--- config.mk ---
export PLATFORM = sky130hd
export DESIGN_NAME = zoned_security_ctrl
export DESIGN_NICKNAME = d
export VERILOG_FILES = /design/src/rtl/zoned_security_ctrl.sv
export SDC_FILE = /design/constraint.sdc
export NUM_CORES = 1
export LEC_CHECK = 0
export CORE_MARGIN = 10
export CORE_UTILIZATION = 50
export DETAILED_ROUTE_END_ITERATION = 7
export HOLD_SLACK_MARGIN = 0.05
export PLACE_DENSITY_LB_ADDON = 0.25
export SYNTH_ARGS = -nofsm -noshare
export SYNTH_HDL_FRONTEND = slang
export SYNTH_SLANG_ARGS = --single-unit
--- constraint.sdc ---
create_clock -name clk -period 2.99 [get_ports clk]
set_input_delay 0.598 -clock clk [delete_from_list [all_inputs] [get_ports clk]]
set_output_delay 0.598 -clock clk [all_outputs]
set_load 0.005 [all_outputs]
--- src/rtl/zoned_security_ctrl.sv ---
// Multi-zone intrusion controller: exit/entry delays, siren timeout with alarm memory,
// wrong-code lockout and latched tripped-zone reporting.
module zoned_security_ctrl #(
  parameter int unsigned         N_ZONES      = 8,
  parameter int unsigned         CODE_W       = 4,
  parameter logic [CODE_W-1:0]   ARM_CODE     = 4'b0011,
  parameter logic [CODE_W-1:0]   DISARM_CODE  = 4'b1100,
  parameter int unsigned         EXIT_DLY     = 30,
  parameter int unsigned         ENTRY_DLY    = 10,
  parameter int unsigned         SIREN_TIME   = 100,
  parameter int unsigned         MAX_BAD      = 3,
  parameter int unsigned         LOCKOUT_TIME = 50,
  parameter int unsigned         CNT_W        = 32
) (
  input  logic               clk,
  input  logic               rst_n,
  input  logic [N_ZONES-1:0] zone_in,
  input  logic [N_ZONES-1:0] zone_instant,
  input  logic [N_ZONES-1:0] zone_bypass,
  input  logic [CODE_W-1:0]  keypad,
  input  logic               key_valid,
  output logic               alarm_siren,
  output logic               armed_led,
  output logic [2:0]         state,
  output logic [N_ZONES-1:0] tripped_zones,
  output logic               arm_fail,
  output logic               locked_out
);

  localparam int unsigned BAD_W = $clog2(MAX_BAD + 1);

  typedef enum logic [2:0] {
    StDisarmed   = 3'd0,
    StExitDelay  = 3'd1,
    StArmed      = 3'd2,
    StEntryDelay = 3'd3,
    StAlarm      = 3'd4,
    StAlarmMem   = 3'd5
  } state_e;

  state_e             r_state, w_state_d;
  logic [CNT_W-1:0]   r_timer;
  logic [CNT_W-1:0]   r_lock_timer;
  logic [BAD_W-1:0]   r_bad_cnt;
  logic               r_locked;
  logic [N_ZONES-1:0] r_tripped;
  logic               r_siren;
  logic               r_led;
  logic               r_arm_fail;

  logic [N_ZONES-1:0] w_act, w_inst, w_dly;
  logic               w_key, w_disarm, w_bad, w_lock_start, w_arm_fail;

  assign w_act        = zone_in & ~zone_bypass;
  assign w_inst       = w_act & zone_instant;
  assign w_dly        = w_act & ~zone_instant;
  assign w_key        = key_valid & ~r_locked;
  assign w_disarm     = w_key && (keypad == DISARM_CODE) && (r_state != StDisarmed);
  assign w_bad        = w_key && (keypad != DISARM_CODE) && (r_state != StDisarmed);
  assign w_lock_start = w_bad && (r_bad_cnt == BAD_W'(MAX_BAD - 1));

  // Priority within each state: disarm > instant trip > delayed trip > timer expiry.
  always_comb begin
    w_state_d  = r_state;
    w_arm_fail = 1'b0;
    case (r_state)
      StDisarmed: begin
        if (w_key && (keypad == ARM_CODE)) begin
          if (w_act == '0) w_state_d = StExitDelay;
          else             w_arm_fail = 1'b1;
        end
      end
      StExitDelay: begin
        if (w_disarm)                                w_state_d = StDisarmed;
        else if (w_inst != '0)                       w_state_d = StAlarm;
        else if (r_timer == CNT_W'(EXIT_DLY - 1))    w_state_d = StArmed;
      end
      StArmed: begin
        if (w_disarm)          w_state_d = StDisarmed;
        else if (w_inst != '0) w_state_d = StAlarm;
        else if (w_dly != '0)  w_state_d = StEntryDelay;
      end
      StEntryDelay: begin
        if (w_disarm)                                w_state_d = StDisarmed;
        else if (w_inst != '0)                       w_state_d = StAlarm;
        else if (r_timer == CNT_W'(ENTRY_DLY - 1))   w_state_d = StAlarm;
        else if (w_lock_start)                       w_state_d = StAlarm;
      end
      StAlarm: begin
        if (w_disarm)                                w_state_d = StDisarmed;
        else if (r_timer == CNT_W'(SIREN_TIME - 1))  w_state_d = StAlarmMem;
      end
      StAlarmMem: begin
        if (w_disarm) w_state_d = StDisarmed;
      end
      default: w_state_d = StDisarmed;
    endcase
  end

  always_ff @(posedge clk or negedge rst_n) begin
    if (!rst_n) begin
      r_state    <= StDisarmed;
      r_timer    <= '0;
      r_siren    <= 1'b0;
      r_led      <= 1'b0;
      r_arm_fail <= 1'b0;
    end else begin
      r_state    <= w_state_d;
      r_siren    <= (w_state_d == StAlarm);
      r_led      <= (w_state_d != StDisarmed);
      r_arm_fail <= w_arm_fail;
      if (w_state_d != r_state) begin
        r_timer <= '0;
      end else if ((r_state == StExitDelay) || (r_state == StEntryDelay) ||
                   (r_state == StAlarm)) begin
        r_timer <= r_timer + CNT_W'(1);
      end
    end
  end

  always_ff @(posedge clk or negedge rst_n) begin
    if (!rst_n) begin
      r_bad_cnt    <= '0;
      r_locked     <= 1'b0;
      r_lock_timer <= '0;
    end else if (r_locked) begin
      if (r_lock_timer == CNT_W'(LOCKOUT_TIME - 1)) begin
        r_locked     <= 1'b0;
        r_bad_cnt    <= '0;
        r_lock_timer <= '0;
      end else begin
        r_lock_timer <= r_lock_timer + CNT_W'(1);
      end
    end else if (w_disarm) begin
      r_bad_cnt <= '0;
    end else if (w_bad) begin
      r_bad_cnt <= r_bad_cnt + BAD_W'(1);
      if (w_lock_start) begin
        r_locked     <= 1'b1;
        r_lock_timer <= '0;
      end
    end
  end

  // During exit delay only instant zones are recorded; delayed zones are expected to be open.
  always_ff @(posedge clk or negedge rst_n) begin
    if (!rst_n) begin
      r_tripped <= '0;
    end else if ((r_state == StDisarmed) && (w_state_d == StExitDelay)) begin
      r_tripped <= '0;
    end else begin
      case (r_state)
        StExitDelay:                               r_tripped <= r_tripped | w_inst;
        StArmed, StEntryDelay, StAlarm, StAlarmMem: r_tripped <= r_tripped | w_act;
        default:                                   r_tripped <= r_tripped;
      endcase
    end
  end

  assign alarm_siren   = r_siren;
  assign armed_led     = r_led;
  assign state         = r_state;
  assign tripped_zones = r_tripped;
  assign arm_fail      = r_arm_fail;
  assign locked_out    = r_locked;

endmodule

==> results.yml, run 1 <==
status:
  status: "finished, final reports clean"
clock_network:
  clk_latency_ns: 0.36
  clockBufferDepth: 2
  cts_max_level: 3
  cts.repair.resized: 0
  cts_tree: "built"
  numCtsBuffers: 9
  hold_buffers: 0
  post_cts_buffers: 0
  clk_pin_slew_worst_paths_ns: 0.09
  cts_root_buf: "clkbuf_8"
  cts_sinks: 81
yosys:
  synthSimpleGateAreaFrac_pct: 33.6
  synth_top_family_by_area: "simple AND/OR/NAND/NOR gates"
  async_flop_share_pct: 100
  yosys_warnings: 0
  yosysSeqAreaShare_pct: 43.1
  synth_fa_ha_area_share_pct: 1.33
  synth-xor-area-share_pct: 11.2
  syn-num-nets: 540
  ys.flop_type: "dfrtp_1"
  synth.avg_cell_area_um2: 9.34
  synth_cell_types: 53
  synthMuxAreaShare_pct: 0.213
  synth-compound-area-share_pct: 7.60
  mappedNetlistArea_mm2: 0.00471
  synth_cells: 504
  synth_seq_cells: 81
  synth-edff-count: 0
sta:
  skew_ns: 0.0110
  hold_viol: 0
  max_freq_ghz: 0.371
  rsz0062_at_grt: "false"
  worstMarginPinSlew_ns: 1.01
  post-route-period-util_pct: 90.3
  min_period_ns: 2.70
  setup_viol: 0
  slew_headroom_pct: 32.8
  maxSlewViolCount: 0
  setup_tns_ns: 0
pwr:
  p_seq_share_pct: 47.5
  pwr-share-clk_pct: 35.9
  netSwitchingFraction_pct: 28.0
  finalPower_w: 0.00242
  power_switching_w: 0.000677
  p_leak_nw: 2.22
  p_comb_share_pct: 16.6
  internal_power_w: 0.00174
  ir_worst_vdd_v: 0.000259
  p_per_area_mw_per_mm2: 439
routing:
  ant_nets: 0
  drt_pre_antenna_iters: 4
  vias_per_cell: 5.77
  wl_per_cell_um: 16.1
  wirelength_um: 10800
  drc: 0
  drt_iter0_drc: 298
  vias: 3862
layout:
  fin_nets: 590
  multi_input_area_mm2: 0.00254
  n_antenna_cell: 0
  layout_commonest_cell: "dfrtp_1"
  areaGrowthSynthToFinish_pct: 17.3
  fillerInstances: 802
  fin_cells: 669
  register_area_mm2: 0.00203
  drive_above_1_share_pct: 12.0
  final_cell_mix: "dfrtp_1, nor2_1, nand2_1, clkdlybuf4s50_1, xor2_1"
global_route:
  top_usage_layer: "met2"
  first_global_vias: 3842
  use_met2_pct: 25.6
  overflow: 0
  grt_first_pass_wirelength_um: 18400
  grt_usage_pct: 16.6
  met1_usage_pct: 22.8
  grt_max_degree: 82
  grt_use_met3_pct: 3.72
  antenna_found_initial: 0
place:
  dp_hpwl_um: 7760
  place_inst: 654
  gp_congestion: 0.852
  io_buffers: 45
die:
  die_w_um: 117
  design.core.area_mm2: 0.00920
  ioPinCount: 46
  fp.dieArea_mm2: 0.0137
  num_rows: 35
  start_util_pct: 51.2
  fp.dieH_um: 117
worst_setup_path:
  crit_type: "register to register"
  worstSetupEndpointType: "register"
  reg2regPathDepth: 8
  worstPathRequired_ns: 3.26
  worst_ep_arrival_time_ns: 2.97
  cp_max_fo: 32
  cp-start-kind: "register"
job:
  maxCapViolCount: 0
min_path:
  hold_path.class: "primary input to async pin"
-- layout make-up --
class | instances | area share [%]
multi-input combinational | 395 | 46.0
sequential | 81 | 36.7
timing repair buffer | 58 | 10.3
tap | 111 | 2.52
clock buffer | 10 | 2.31
clock inverter | 5 | 1.47
inverter | 9 | 0.612
-- path summary, 6_finish.rpt --
kind	start	endpoint	slack (ns)
max reg2reg	r_timer[27]$_DFFE_PN0P_	r_timer[12]$_DFFE_PN0P_	0.29
max in group asynchronous	rst_n	state[2]$_DFF_PN0_	1.93
min	rst_n	tripped_zones[0]$_DFFE_PN0P_	0.37
max	r_timer[27]$_DFFE_PN0P_	r_timer[12]$_DFFE_PN0P_	0.29
min reg2reg	r_bad_cnt[0]$_DFFE_PN0P_	r_bad_cnt[0]$_DFFE_PN0P_	0.48
min in group clk	r_bad_cnt[0]$_DFFE_PN0P_	r_bad_cnt[0]$_DFFE_PN0P_	0.48
-- power by group through the flow --
stage	registers [W]	logic (W)	clock network (W)
final	0.00115	0.000402	0.000869
after global routing	0.00116	0.000447	0.000937
after CTS	0.00115	0.000408	0.000887
after detailed placement	0.00117	0.000406	0
after global placement	0.00117	0.000395	0
after floorplan	0.00116	0.000288	0
-- per-layer routing --
metal  share of wire, %  vias up
li1                   -     1886
met1                 48     1883
met2                 45       84
met3                5.7        9
met4                1.3        0
met5                  0        -
-- cell families (layout without fill, tap and decap cells) --
logic type      Yosys count  in the layout
compound gates           49             49
xor+xnor                 58             58
fa+ha+maj                 5              5
buf+inv                  28             82
flops                    81             81
mux                       1              1
simple gates            282            282
-- cell usage after synthesis, types with 12 or more instances --
master    count  area share, %
a21oi_1      13            1.4
nand2b_1     12            1.6
nor3_2       22            4.7
nand4_1      20            2.7
nor2_1       70            5.6
xnor2_1      22            4.1
nor3_1       23            2.4
dfrtp_1      81             43
xor2_1       35            6.5
nand3_1      27            2.9
nand2_1      44            3.5
-- worst max-delay path: stages (launching register included) --
cell and delay (ns):
dfrtp_1 0.43, nor4_2 0.42, nand4_1 0.25, o311ai_1 0.36, a311oi_1 0.15, o31a_4 0.41
xor2_4 0.16, buf_12 0.19, nor3b_1 0.21
-- through the flow --
stage                     hold WS [ns]  setup slack [ns]  cell area [µm²]  utilization [%]
after detailed placement         0.474            0.0195             5310             57.7
after floorplan                  0.302             0.547             4710                -
after CTS                        0.451             0.290             5520             60.0
final                            0.370             0.291             5520             60.0
after global routing             0.473            0.0432             5520             60.0
after global placement           0.463            0.0962             5310             57.7
-- registers in the layout, indices dropped and copies added, names as in the netlist --
register       count
alarm_siren        1
armed_led          1
r_bad_cnt          2
r_lock_timer      32
tripped_zones      8
state              3
locked_out         1
r_timer           32
arm_fail           1
(Power assumes the default switching activity.)
==> run 2, diff against run 1 <==
--- a/config.mk
+++ b/config.mk
@@ -6,7 +6,7 @@
 export NUM_CORES = 1
 export LEC_CHECK = 0
 export CORE_MARGIN = 10
-export CORE_UTILIZATION = 50
+export CORE_UTILIZATION = 55
 export DETAILED_ROUTE_END_ITERATION = 7
 export HOLD_SLACK_MARGIN = 0.05
 export PLACE_DENSITY_LB_ADDON = 0.25
==> results.yml, run 2 (same netlist as run 1, synthesis figures left out) <==
global_route:
  grt_usage_pct: 17.5
  antenna_found_initial: 0
  grt_max_degree: 82
  first_global_vias: 3888
  overflow: 0
  grt_first_pass_wirelength_um: 18700
layout:
  layout_commonest_cell: "dfrtp_1"
  fillerInstances: 633
  drive_above_1_share_pct: 12.2
  fin_nets: 590
  final_cell_mix: "dfrtp_1, nor2_1, nand2_1, clkdlybuf4s50_1, xor2_1"
  areaGrowthSynthToFinish_pct: 18.1
  n_antenna_cell: 0
sta:
  skew_ns: 0.0181
  max_freq_ghz: 0.365
  hold_viol: 0
  rsz0062_at_grt: "false"
  fin_ws_ns: 0.249
  setup_tns_ns: 0
  setup_viol: 0
  post-route-period-util_pct: 91.7
  worstMarginPinSlew_ns: 1.03
  slew_headroom_pct: 31.0
  min_period_ns: 2.74
  maxSlewViolCount: 0
worst_setup_path:
  path_delay_family: "compound AO/OA/AOI/OAI gates"
  cp_cell_sequence: "inv_1 -> ha_1 -> nor3b_1 -> nand4_1 -> o311ai_1 -> a311oi_1 -> o31a_4 -> xor2_4 -> buf_12 -> nor3_1"
  worst_ep_arrival_time_ns: 3.01
  worstPathRequired_ns: 3.26
  cpPeakStageDelay_ns: 0.41
  cp-start-kind: "register"
  cp_slowest_cell: "dfrtp_1"
  critPathBufInv: 2
  worstSetupEndpointType: "register"
  cp_max_fo: 17
  crit_type: "register to register"
die:
  start_util_pct: 57.0
  ioPinCount: 46
  fp.dieH_um: 113
  num_rows: 33
  fp.dieArea_mm2: 0.0127
  die_w_um: 113
  design.core.area_mm2: 0.00826
place:
  dp_slack_ns: 0.0777
  gp_congestion: 0.938
  dp_hpwl_um: 7730
  io_buffers: 45
job:
  maxCapViolCount: 0
routing:
  wirelength_um: 11000
  vias: 3859
  drc: 0
  drt_iter0_drc: 254
  vias_per_cell: 5.81
  wl_per_cell_um: 16.5
  drt_pre_antenna_iters: 4
  ant_nets: 0
pwr:
  p_comb_share_pct: 17.0
  p_per_area_mw_per_mm2: 464
  pwr-share-clk_pct: 38.3
  ir_worst_vdd_v: 0.000362
  p_leak_nw: 2.24
  internal_power_w: 0.00187
  p_seq_share_pct: 44.7
  power_switching_w: 0.000712
  netSwitchingFraction_pct: 27.6
clock_network:
  clockBufferDepth: 2
  cts_root_buf: "clkbuf_8"
  clk_latency_ns: 0.36
  cts_tree: "built"
  clk_pin_slew_worst_paths_ns: 0.10
  post_cts_buffers: 0
  cts_max_level: 3
  numCtsBuffers: 9
  cts.repair.resized: 0
  cts_sinks: 81
  hold_buffers: 0
min_path:
  hold_path.class: "primary input to async pin"
status:
  status: "finished, final reports clean"
-- run 2: cell types whose count changed in the layout (fill, tap and decap cells not counted), sizes merged --
cell,change
clkinv,-1
inv,+1
bufinv,+1
-- run 2: power groups by stage --
stage,logic (W),clock network (W),registers (W)
floorplan,0.000288,0,0.00116
global placement,0.000426,0,0.00117
detailed placement,0.000438,0,0.00117
CTS,0.000443,0.000998,0.00115
global route,0.000479,0.00105,0.00116
finish,0.000438,0.000987,0.00115
-- run 2: worst paths after layout --
path | endpoint | cells past startpoint | slack (ns) | startpoint
worst max-delay path | r_timer[26]$_DFFE_PN0P_ | 10 | 0.25 | r_timer[1]$_DFFE_PN0P_
worst min-delay path | tripped_zones[0]$_DFFE_PN0P_ | 1 | 0.37 | rst_n
worst max register to register | r_timer[26]$_DFFE_PN0P_ | 10 | 0.25 | r_timer[1]$_DFFE_PN0P_
worst min register to register | r_bad_cnt[0]$_DFFE_PN0P_ | 1 | 0.48 | r_bad_cnt[0]$_DFFE_PN0P_
max in group asynchronous | r_timer[5]$_DFFE_PN0P_ | 1 | 1.89 | rst_n
min in group clk | r_bad_cnt[0]$_DFFE_PN0P_ | 1 | 0.48 | r_bad_cnt[0]$_DFFE_PN0P_
-- run 2: through the flow --
step	cells	power, W	area [µm²]	hold WS [ns]	utilization [%]
2_1_floorplan	504	0.00144	4710	0.302	-
3_3_place_gp	648	0.00160	5310	0.464	64.3
3_5_place_dp	648	0.00161	5310	0.467	64.3
4_1_cts	664	0.00259	5560	0.439	67.3
5_1_grt	664	0.00269	5560	0.441	67.3
6_report	664	0.00258	5560	0.374	67.3
-- run 2: final cells by class --
class	instances	area (µm²)	share of cell area [%]
Multi-Input combinational cell	395	2540	45.7
Sequential cell	81	2030	36.5
Timing Repair Buffer	58	583	10.5
Tap cell	105	131	2.36
Clock buffer	10	128	2.30
Clock inverter	6	115	2.07
Inverter	9	33.8	0.608
-- run 2: layer usage --
layer  up-vias  wire (µm)  track usage, %  part of all wire [%]
met4         0        122            4.74                   1.1
met5         -          0               0                     0
met3        10        639            4.15                   5.8
met1      1865       5190            23.6                    47
li1       1887          -               -                     -
met2        97       5010            27.5                    46
==> run 3, diff against run 2 <==
--- a/config.mk
+++ b/config.mk
@@ -5,7 +5,8 @@
 export SDC_FILE = /design/constraint.sdc
 export NUM_CORES = 1
 export LEC_CHECK = 0
-export CORE_MARGIN = 10
+export ABC_AREA = 1
+export CORE_MARGIN = 1.5
 export CORE_UTILIZATION = 55
 export DETAILED_ROUTE_END_ITERATION = 7
 export HOLD_SLACK_MARGIN = 0.05
==> constraint.sdc (replaced) <==
create_clock -name clk -period 2.9 [get_ports clk]
set_input_delay 0.58 -clock clk [delete_from_list [all_inputs] [get_ports clk]]
set_output_delay 0.58 -clock clk [all_outputs]
set_load 0.005 [all_outputs]
==> results.yml, run 3 <==
status:
  status: "finished, final reports clean"
worst_setup_path:
  cp_slowest_cell: "nand2_1"
  cp-start-kind: "register"
  cp_cell_sequence: "inv_1 -> ha_1 -> nand3_1 -> or2_2 -> o31ai_4 -> nand2_1 -> o21ai_0 -> a21oi_1"
  cp_max_fo: 18
  cpPeakStageDelay_ns: 0.44
  worstPathRequired_ns: 3.13
  crit_type: "register to register"
  worstSetupEndpointType: "register"
  worst_ep_arrival_time_ns: 2.60
global_route:
  grt_first_pass_wirelength_um: 19200
  first_global_vias: 4418
  antenna_found_initial: 0
  grt_max_degree: 82
  grt_usage_pct: 23.2
  overflow: 0
yosys:
  async_flop_share_pct: 100
  synth.avg_cell_area_um2: 7.61
  synth_top_area_share_pct: 38.1
  mappedNetlistArea_mm2: 0.00532
  ys_top_cells_by_area: "dfrtp_1, nand2_1, nor2_4, inv_1, nor2_1"
  yosys_warnings: 0
  synth_seq_cells: 81
  synth_common_cells: "nand2_1, inv_1, nor2_1"
  ys.flop_type: "dfrtp_1"
  yosysMostFrequentCell: "nand2_1"
  synth-edff-count: 0
  synth_cells: 700
  yosysSeqAreaShare_pct: 38.1
  syn-num-nets: 736
  synth_cell_types: 36
  synth.largest_area_cell: "dfrtp_1"
place:
  io_buffers: 45
  gp_congestion: 0.952
  place_inst: 871
  dp_hpwl_um: 8690
die:
  start_util_pct: 57.1
  design.core.area_mm2: 0.00933
  ioPinCount: 46
  fp.dieH_um: 101
  fp.dieArea_mm2: 0.0103
  die_w_um: 101
  num_rows: 35
sta:
  setup_tns_ns: 0
  min_period_ns: 2.37
  worstMarginPinSlew_ns: 1.00
  max_freq_ghz: 0.423
  slew_headroom_pct: 33.2
  setup_viol: 0
  whs_ns: 0.356
  skew_ns: 0.00736
  post-route-period-util_pct: 81.6
  rsz0062_at_grt: "false"
  hold_viol: 0
  maxSlewViolCount: 0
clock_network:
  cts_tree: "built"
  cts_sinks: 81
  clk_pin_slew_worst_paths_ns: 0.09
  cts_max_level: 3
  numCtsBuffers: 9
  hold_buffers: 0
  clockBufferDepth: 2
  post_cts_buffers: 0
  cts.repair.resized: 0
  cts_root_buf: "clkbuf_8"
  clk_latency_ns: 0.36
layout:
  register_area_mm2: 0.00203
  fin_cells: 887
  layout_commonest_cell: "nand2_1"
  fillerInstances: 795
  multi_input_area_mm2: 0.00285
  final_cell_mix: "nand2_1, inv_1, nor2_1"
  drive_above_1_share_pct: 10.9
  n_antenna_cell: 0
  areaGrowthSynthToFinish_pct: 14.5
  fin_nets: 789
routing:
  drt_iter0_drc: 225
  maxUsedRoutingLayer: "met4"
  ant_nets: 0
  m1WireLength_um: 5130
  drc: 0
  drt_pre_antenna_iters: 5
  met3WireLength_um: 501
  vias: 4709
  wl_met2_um: 5560
  vias_per_cell: 5.31
  wirelength_um: 11400
  wl_per_cell_um: 12.9
pwr:
  p_leak_nw: 2.66
  ir_worst_vdd_v: 0.000199
  p_per_area_mw_per_mm2: 341
min_path:
  hold_path.class: "primary input to async pin"
job:
  maxCapViolCount: 0
## run 3: changes by cell type in the layout (fill, tap and decap cells not counted), moves of 10 or more
cell	change
a21oi_1	+16
inv_1	+85
nand3_1	+10
nor2_4	+32
nor2_1	+19
nand2b_1	-12
and3_1	-10
nor3_2	-20
o21ai_0	+31
nand2_1	+91
nand4_1	+10
## run 3: area by class of cell
class | instances | share of cell area, %
Clock inverter | 7 | 1.29
Tap cell | 129 | 2.65
Clock buffer | 9 | 2.03
Inverter | 100 | 6.20
Timing Repair Buffer | 48 | 7.92
Multi-Input combinational cell | 513 | 46.7
Sequential cell | 81 | 33.2
## run 3: logic make-up (layout without fill, tap and decap cells)
kind of cell    Yosys count  in the layout  synth area share (%)
compound gates           82             82                  8.63
simple gates            387            387                  37.2
flops                    81             81                  38.1
buf+inv                 106            164                  8.48
xor+xnor                 39             39                  6.42
fa+ha+maj                 5              5                  1.18
## run 3: worst max-delay path, delay by kind of cell (launching register included)
family / cells / cell delay, ns
compound gates: 3 / 0.72
fa+ha+maj: 1 / 0.17
simple gates: 3 / 0.86
buf+inv: 1 / 0.10
flops: 1 / 0.40
## run 3: path summary, 6_finish.rpt
| check | start | to | slack, ns | cells past startpoint |
|---|---|---|---|---|
| worst min-delay path | rst_n | r_lock_timer[19]$_DFFE_PN0P_ | 0.36 | 1 |
| max in group asynchronous | rst_n | state[2]$_DFF_PN0_ | 1.87 | 1 |
| worst min register to register | r_lock_timer[26]$_DFFE_PN0P_ | r_lock_timer[26]$_DFFE_PN0P_ | 0.52 | 1 |
| min in group clk | r_lock_timer[26]$_DFFE_PN0P_ | r_lock_timer[26]$_DFFE_PN0P_ | 0.52 | 1 |
| worst max-delay path | r_lock_timer[1]$_DFFE_PN0P_ | r_lock_timer[8]$_DFFE_PN0P_ | 0.53 | 8 |
| worst max register to register | r_lock_timer[1]$_DFFE_PN0P_ | r_lock_timer[8]$_DFFE_PN0P_ | 0.53 | 8 |
## run 3: per-stage QoR
step | total power (W) | cell area, µm² | utilization (%) | setup WS, ns
after floorplan | 0.00118 | 5320 | - | 1.01
after global placement | 0.00125 | 5890 | 63.2 | 0.308
after detailed placement | 0.00125 | 5890 | 63.2 | 0.256
after CTS | 0.00210 | 6100 | 65.4 | 0.522
after global routing | 0.00215 | 6100 | 65.4 | 0.304
final | 0.00208 | 6100 | 65.4 | 0.534
## run 3: report_power, final
group,internal [W],switching (W)
Combinational,0.0000467,0.0000544
Sequential,0.00113,0
Clock,0.000405,0.000442
Total,0.00158,0.000497
## run 3: metal layers
layer / track usage [%] / up-vias
li1: - / 2385
met1: 29.8 / 2166
met2: 40.0 / 132
met3: 3.11 / 26
met4: 8.87 / 0
met5: 0 / -
